### src/rtl/ddr3_ctrl_pkg.sv
// Shared definitions for the DDR3 fill pattern generator: FSM encoding,
// pattern selectors and the colour-bar palette.
package ddr3_ctrl_pkg;

  typedef enum logic [1:0] {
    ST_IDLE     = 2'd0,
    ST_ISSUE    = 2'd1,
    ST_WAIT_ACK = 2'd2,
    ST_FINISH   = 2'd3
  } fill_state_e;

  localparam logic [1:0] PAT_INC   = 2'd0;
  localparam logic [1:0] PAT_ADDR  = 2'd1;
  localparam logic [1:0] PAT_BARS  = 2'd2;
  localparam logic [1:0] PAT_CONST = 2'd3;

  localparam int unsigned NUM_BARS = 8;

  // Standard 8-bar test pattern, left to right, 24-bit RGB
  localparam logic [23:0] BAR_RGB [NUM_BARS] = '{
    24'hFFFFFF, 24'hFFFF00, 24'h00FFFF, 24'h00FF00,
    24'hFF00FF, 24'hFF0000, 24'h0000FF, 24'h000000
  };

endpackage

### src/rtl/pattern_data_gen.sv
// Word index / address / pixel position counters and the pattern data mux
// for the DDR3 fill generator; loaded at fill start, advanced per accepted word.
module pattern_data_gen
  import ddr3_ctrl_pkg::*;
#(
  parameter logic [31:0] BASE_ADDR = 32'h0,
  parameter logic [31:0] ADDR_STEP = 32'd1,
  parameter int unsigned H_ACTIVE  = 640,
  parameter int unsigned BAR_WIDTH = 80
) (
  input  logic        i_clk,
  input  logic        i_rst,
  input  logic        i_load,
  input  logic        i_advance,
  input  logic [1:0]  i_pattern_sel,
  input  logic [31:0] i_fill_value,
  output logic [31:0] o_idx,
  output logic [31:0] o_addr,
  output logic [31:0] o_data_c
);

  localparam int unsigned X_W  = (H_ACTIVE  > 1) ? $clog2(H_ACTIVE)  : 1;
  localparam int unsigned BX_W = (BAR_WIDTH > 1) ? $clog2(BAR_WIDTH) : 1;

  logic [31:0]     r_idx;
  logic [31:0]     r_addr;
  logic [X_W-1:0]  r_x;
  logic [BX_W-1:0] r_bx;
  logic [2:0]      r_bar;
  logic [1:0]      r_pat;
  logic [31:0]     r_fill;
  logic            w_line_end;
  logic            w_bar_end;

  assign w_line_end = (r_x == X_W'(H_ACTIVE - 1));
  assign w_bar_end  = (r_bx == BX_W'(BAR_WIDTH - 1));

  // r_bx counts pixels within the current bar so no divider is needed
  always_ff @(posedge i_clk or posedge i_rst) begin
    if (i_rst) begin
      r_idx  <= '0;
      r_addr <= '0;
      r_x    <= '0;
      r_bx   <= '0;
      r_bar  <= '0;
      r_pat  <= '0;
      r_fill <= '0;
    end else if (i_load) begin
      r_idx  <= '0;
      r_addr <= BASE_ADDR;
      r_x    <= '0;
      r_bx   <= '0;
      r_bar  <= '0;
      r_pat  <= i_pattern_sel;
      r_fill <= i_fill_value;
    end else if (i_advance) begin
      r_idx  <= r_idx + 32'd1;
      r_addr <= r_addr + ADDR_STEP;
      if (w_line_end) begin
        r_x   <= '0;
        r_bx  <= '0;
        r_bar <= '0;
      end else begin
        r_x <= r_x + X_W'(1);
        if (w_bar_end) begin
          r_bx <= '0;
          if (r_bar != 3'd7) r_bar <= r_bar + 3'd1;
        end else begin
          r_bx <= r_bx + BX_W'(1);
        end
      end
    end
  end

  always_comb begin
    o_data_c = r_fill;
    case (r_pat)
      PAT_INC:  o_data_c = r_idx;
      PAT_ADDR: o_data_c = r_addr;
      PAT_BARS: o_data_c = {8'h00, BAR_RGB[r_bar]};
      default:  o_data_c = r_fill;
    endcase
  end

  assign o_idx  = r_idx;
  assign o_addr = r_addr;

endmodule

### src/rtl/ddr3_fill_pattern_gen.sv
// Fills a DDR3 word region with a selectable pattern through the single-word
// Avalon writer, pacing itself on the writer's write_req/ready handshake.
module ddr3_fill_pattern_gen
  import ddr3_ctrl_pkg::*;
#(
  parameter logic [31:0] BASE_ADDR = 32'h0,
  parameter int unsigned NUM_WORDS = 307200,
  parameter logic [31:0] ADDR_STEP = 32'd1,
  parameter int unsigned H_ACTIVE  = 640,
  parameter int unsigned BAR_WIDTH = 80,
  parameter int unsigned TIMEOUT   = 1024
) (
  input  logic        ddr3_clk,
  input  logic        reset,
  input  logic        start,
  input  logic        abort,
  input  logic [1:0]  pattern_sel,
  input  logic [31:0] fill_value,
  input  logic        mon_write_req,
  input  logic        mon_avl_ready,
  output logic [31:0] test_addr,
  output logic [31:0] test_wr_data,
  output logic        test_wr,
  output logic        busy,
  output logic        done,
  output logic        error,
  output logic [31:0] words_written
);

  localparam int unsigned TMO_W = $clog2(TIMEOUT + 1);

  fill_state_e      r_state, w_state_nxt;
  logic [31:0]      r_test_addr, w_test_addr_nxt;
  logic [31:0]      r_test_wr_data, w_test_wr_data_nxt;
  logic             r_test_wr, w_test_wr_nxt;
  logic             r_busy, w_busy_nxt;
  logic             r_done, w_done_nxt;
  logic             r_error, w_error_nxt;
  logic [31:0]      r_words, w_words_nxt;
  logic [TMO_W-1:0] r_tmo, w_tmo_nxt;
  logic             w_load;
  logic             w_advance;
  logic             w_accept;
  logic [31:0]      w_idx;
  logic [31:0]      w_gen_addr;
  logic [31:0]      w_gen_data;

  assign w_accept = mon_write_req && mon_avl_ready;

  pattern_data_gen #(
    .BASE_ADDR (BASE_ADDR),
    .ADDR_STEP (ADDR_STEP),
    .H_ACTIVE  (H_ACTIVE),
    .BAR_WIDTH (BAR_WIDTH)
  ) u_pattern_data_gen (
    .i_clk         (ddr3_clk),
    .i_rst         (reset),
    .i_load        (w_load),
    .i_advance     (w_advance),
    .i_pattern_sel (pattern_sel),
    .i_fill_value  (fill_value),
    .o_idx         (w_idx),
    .o_addr        (w_gen_addr),
    .o_data_c      (w_gen_data)
  );

  always_ff @(posedge ddr3_clk or posedge reset) begin
    if (reset) begin
      r_state        <= ST_IDLE;
      r_test_addr    <= '0;
      r_test_wr_data <= '0;
      r_test_wr      <= 1'b0;
      r_busy         <= 1'b0;
      r_done         <= 1'b0;
      r_error        <= 1'b0;
      r_words        <= '0;
      r_tmo          <= '0;
    end else begin
      r_state        <= w_state_nxt;
      r_test_addr    <= w_test_addr_nxt;
      r_test_wr_data <= w_test_wr_data_nxt;
      r_test_wr      <= w_test_wr_nxt;
      r_busy         <= w_busy_nxt;
      r_done         <= w_done_nxt;
      r_error        <= w_error_nxt;
      r_words        <= w_words_nxt;
      r_tmo          <= w_tmo_nxt;
    end
  end

  // Addr/data only change on ISSUE so they stay stable while the writer holds write_req
  always_comb begin
    w_state_nxt        = r_state;
    w_test_addr_nxt    = r_test_addr;
    w_test_wr_data_nxt = r_test_wr_data;
    w_test_wr_nxt      = 1'b0;
    w_busy_nxt         = r_busy;
    w_done_nxt         = 1'b0;
    w_error_nxt        = r_error;
    w_words_nxt        = r_words;
    w_tmo_nxt          = r_tmo;
    w_load             = 1'b0;
    w_advance          = 1'b0;
    case (r_state)
      ST_IDLE: begin
        if (start) begin
          w_load      = 1'b1;
          w_words_nxt = '0;
          w_error_nxt = 1'b0;
          w_busy_nxt  = 1'b1;
          w_state_nxt = ST_ISSUE;
        end
      end
      ST_ISSUE: begin
        w_test_wr_nxt      = 1'b1;
        w_test_addr_nxt    = w_gen_addr;
        w_test_wr_data_nxt = w_gen_data;
        w_tmo_nxt          = '0;
        w_state_nxt        = ST_WAIT_ACK;
      end
      ST_WAIT_ACK: begin
        if (w_accept) begin
          w_advance   = 1'b1;
          w_words_nxt = r_words + 32'd1;
          if ((w_idx == 32'(NUM_WORDS - 1)) || abort) w_state_nxt = ST_FINISH;
          else                                        w_state_nxt = ST_ISSUE;
        end else if (r_tmo == TMO_W'(TIMEOUT - 1)) begin
          w_error_nxt = 1'b1;
          w_state_nxt = ST_FINISH;
        end else begin
          w_tmo_nxt = r_tmo + TMO_W'(1);
        end
      end
      ST_FINISH: begin
        w_done_nxt  = 1'b1;
        w_busy_nxt  = 1'b0;
        w_state_nxt = ST_IDLE;
      end
      default: w_state_nxt = ST_IDLE;
    endcase
  end

  assign test_addr     = r_test_addr;
  assign test_wr_data  = r_test_wr_data;
  assign test_wr       = r_test_wr;
  assign busy          = r_busy;
  assign done          = r_done;
  assign error         = r_error;
  assign words_written = r_words;

endmodule

### config.mk
export PLATFORM = sky130hd
export DESIGN_NAME = ddr3_fill_pattern_gen
export DESIGN_NICKNAME = d
export VERILOG_FILES = /design/src/rtl/ddr3_ctrl_pkg.sv /design/src/rtl/pattern_data_gen.sv /design/src/rtl/ddr3_fill_pattern_gen.sv
export SDC_FILE = /design/constraint.sdc
export NUM_CORES = 1
export LEC_CHECK = 0
export CORE_AREA = 2 2 214 216
export DETAILED_ROUTE_END_ITERATION = 12
export DIE_AREA = 0 0 216 218
export PLACE_DENSITY = 0.5
export SETUP_SLACK_MARGIN = 0.4
export SLEW_MARGIN = 40
export SYNTH_ARGS = -nofsm -noshare
export SYNTH_HDL_FRONTEND = slang
export SYNTH_SLANG_ARGS = --single-unit
### constraint.sdc
create_clock -name ddr3_clk -period 11.95 [get_ports ddr3_clk]
set_input_delay 1.7925 -clock ddr3_clk [delete_from_list [all_inputs] [get_ports ddr3_clk]]
set_output_delay 1.7925 -clock ddr3_clk [all_outputs]
set_load 0.05 [all_outputs]
==> impl_metrics.toml <==
[floorplan]
die-area_sq_mm = 0.0471
ios = 140
core_sq_mm = 0.0449
die_h_microns = 218
start_util_pct = 24.7
rows = 78
chipWidth_microns = 216

[critical_path]
max_stage_delay_ns = 0.64
worstSetupStartpoint = "start"
worstPathRequired_ns = 12.42
path_common_cell = "buf_4"
endpoint_kind = "register"
path_max_fanout = 68
r2r_start = "r_state[0]"
crit_buf_inv = 4
r2r_slack_ns = 9.15
worstPathArrival_ns = 4.48
path_delay_family = "buffers and inverters"
crit_path_cell_trace = "clkdlybuf4s50_1 -> nor3b_2 -> buf_4 -> buf_4 -> nor2_1 -> buf_4 -> o21ai_0 -> a21oi_1 -> o21ai_0"
r2r_end = "u_pattern_data_gen.r_bx[6]"
criticalPathCategory = "input pin to register"
critPathSlowestCell = "buf_4"
reg2reg_depth = 8
cp-start-kind = "input pin"

[route]
drc_errors = 0
ant_nets = 0
wl_per_cell_microns = 16.3
first_iter_violations = 618
vias = 8966
drt_first_pass_iters = 7
wl_microns = 32000
via_per_inst = 4.57

[global_routing]
top_usage_layer = "met2"
grt_overflow = 0
grt_use_met3_pct = 2.45
grt_usage_pct = 13.6
antenna_found_initial = 0
globalRouteMet2Util_pct = 22.4
gr-usage-met1_pct = 18.6
grt_pass1_wl_microns = 51700
grt_start_max_net_pins = 108
grt_pass1_vias = 9016

[synth]
syn_area_sq_mm = 0.0111
ys.flop_type = "dfrtp_1"
netlist_instances = 1224
ys_seq_area_share_pct = 52.1
syn_area_per_cell_sq_um = 9.07
yosys.area.top_type = "dfrtp_1"
yosys-top-cells-area = "dfrtp_1, nand2_1, nor2_1"
ys_warn_count = 0
syn_nets = 1272
synth_top_area_share_pct = 52.1
yosys.cell_types.count = 56
ys_async_sr_fraction_pct = 100
synth_edf_count = 0
ys_ff_latch = 231

[min_path]
hold_path_end = "u_pattern_data_gen.r_fill[31]"
min_delay_path_depth = 2
hold_start = "u_pattern_data_gen.r_fill[31]"
hp-class = "register to register"

[timing]
worstMarginPinSlew_ns = 0.794
period_share_pct = 33.5
fmax_mhz = 249
slew_viol_final = 0
relSlewSlack_pct = 47.0
hold_slack_ns = 0.471
rsz0062_at_grt = "false"
period_needed_ns = 4.01
fin_skew_ns = 0.0264
hold_viol_final = 0
setup_viol = 0
tns_ns = 0

[final_layout]
areaGrowthSynthToFinish_pct = 27.1
layout_common_cells = "nand2_1, dfrtp_1, nor2_1"
drive_gt1_share_pct = 8.22
final_common_cell = "nand2_1"
fin_nets = 1391
antenna_cells = 0

[clock_tree]
cts_tree = "done"
clk_pin_slew_ns = 0.06
ctsHoldBuffers = 0
clockBufferDepth = 3
clock_sinks = 231
postCtsSetupRepairBufs = 0
cts_resized = 0
cts-root-buf = "clkbuf_16"
cts_buffers = 30
clk_latency_ns = 0.56
h-tree-depth = 1

[pwr]
powerDensity_mw_per_mm2 = 198
ir_worst_vdd_mv = 0.104
power_leakage_uw = 0.00625

[run_status]
status = "finished, final reports clean"

[placed_design]
hpwl_microns = 21100
port_buffers = 139
gp_congestion = 0.769

[flow_run]
cap_violations = 0
## synthesized netlist by cell type (all sizes together), types with 8 or more instances
library cell	instances
xor2	61
a221oi	8
or3	8
a21oi	40
buf	13
and4	9
xnor2	19
mux2	33
ha	8
nor4	14
dfrtp	231
o21ai	70
nor3	15
clkbuf	53
and3	12
nand2	301
nand4	46
nand3	54
nor2	154
## cell families (layout without fill, tap and decap cells)
family	after synthesis	count (layout)	synth area share, %
xor+xnor	80	80	6.31
simple gates	646	646	26.3
fa+ha+maj	8	8	0.902
flops	231	231	52.1
buf+inv	73	212	2.63
mux	39	39	3.89
compound gates	147	147	7.93
## metrics by stage
step / cells / setup slack, ns / area [sq um] / utilization [%] / total power (uW)
after floorplan: 1224 / 3.82 / 11100 / - / 1620
after CTS: 1963 / 7.93 / 14100 / 31.4 / 2840
final: 1963 / 7.94 / 14100 / 31.4 / 2790
after detailed placement: 1911 / 7.35 / 13100 / 29.2 / 1940
after global placement: 1911 / 7.36 / 13100 / 29.2 / 1930
after global routing: 1963 / 7.72 / 14100 / 31.4 / 2960
## worst min-delay path, cell delays in order (launching register included)
cell,delay (ns)
dfrtp_1,0.34
nand2_1,0.05
nand2_1,0.05
## sequential cells by signal (all words and copies together), names as in the netlist
register                   count
u_pattern_data_gen.r_pat       2
u_pattern_data_gen.r_x        10
r_state                        2
u_pattern_data_gen.r_fill     32
u_pattern_data_gen.o_idx      32
r_tmo                         11
u_pattern_data_gen.r_bar       3
test_wr                        1
test_wr_data                  32
test_addr                     32
done                           1
busy                           1
error                          1
u_pattern_data_gen.o_addr     32
u_pattern_data_gen.r_bx        7
words_written                 32
## power by group
part	internal, uW	switching [uW]	total, uW
Combinational	273	619	892
Clock	534	347	881
Sequential	913	104	1020
Total	1720	1070	2790
## area by class of cell
type / instances / area [sq um]
clock buffers: 44 / 895
clock inverters: 8 / 71.3
fillers: 4741 / 30800
inverters: 7 / 41.3
multi-input cells: 920 / 5060
flip-flops and latches: 231 / 5780
well taps: 600 / 751
repair buffers: 153 / 1500
## how the worst max path moves through the flow
stage,end,cells after the start
2_1_floorplan,busy,1
3_3_place_gp,u_pattern_data_gen.r_bx[6],9
3_5_place_dp,u_pattern_data_gen.r_bx[6],9
4_1_cts,u_pattern_data_gen.r_bx[6],9
5_1_grt,u_pattern_data_gen.r_bx[6],9
6_report,u_pattern_data_gen.r_bx[6],9
## routing by layer
layer	wire [microns]	vias to the layer above
li1	-	4414
met1	15000	4327
met2	15000	184
met3	1490	41
met4	513	0
met5	0	-
Note: power is estimated with default switching activity, not from simulation.
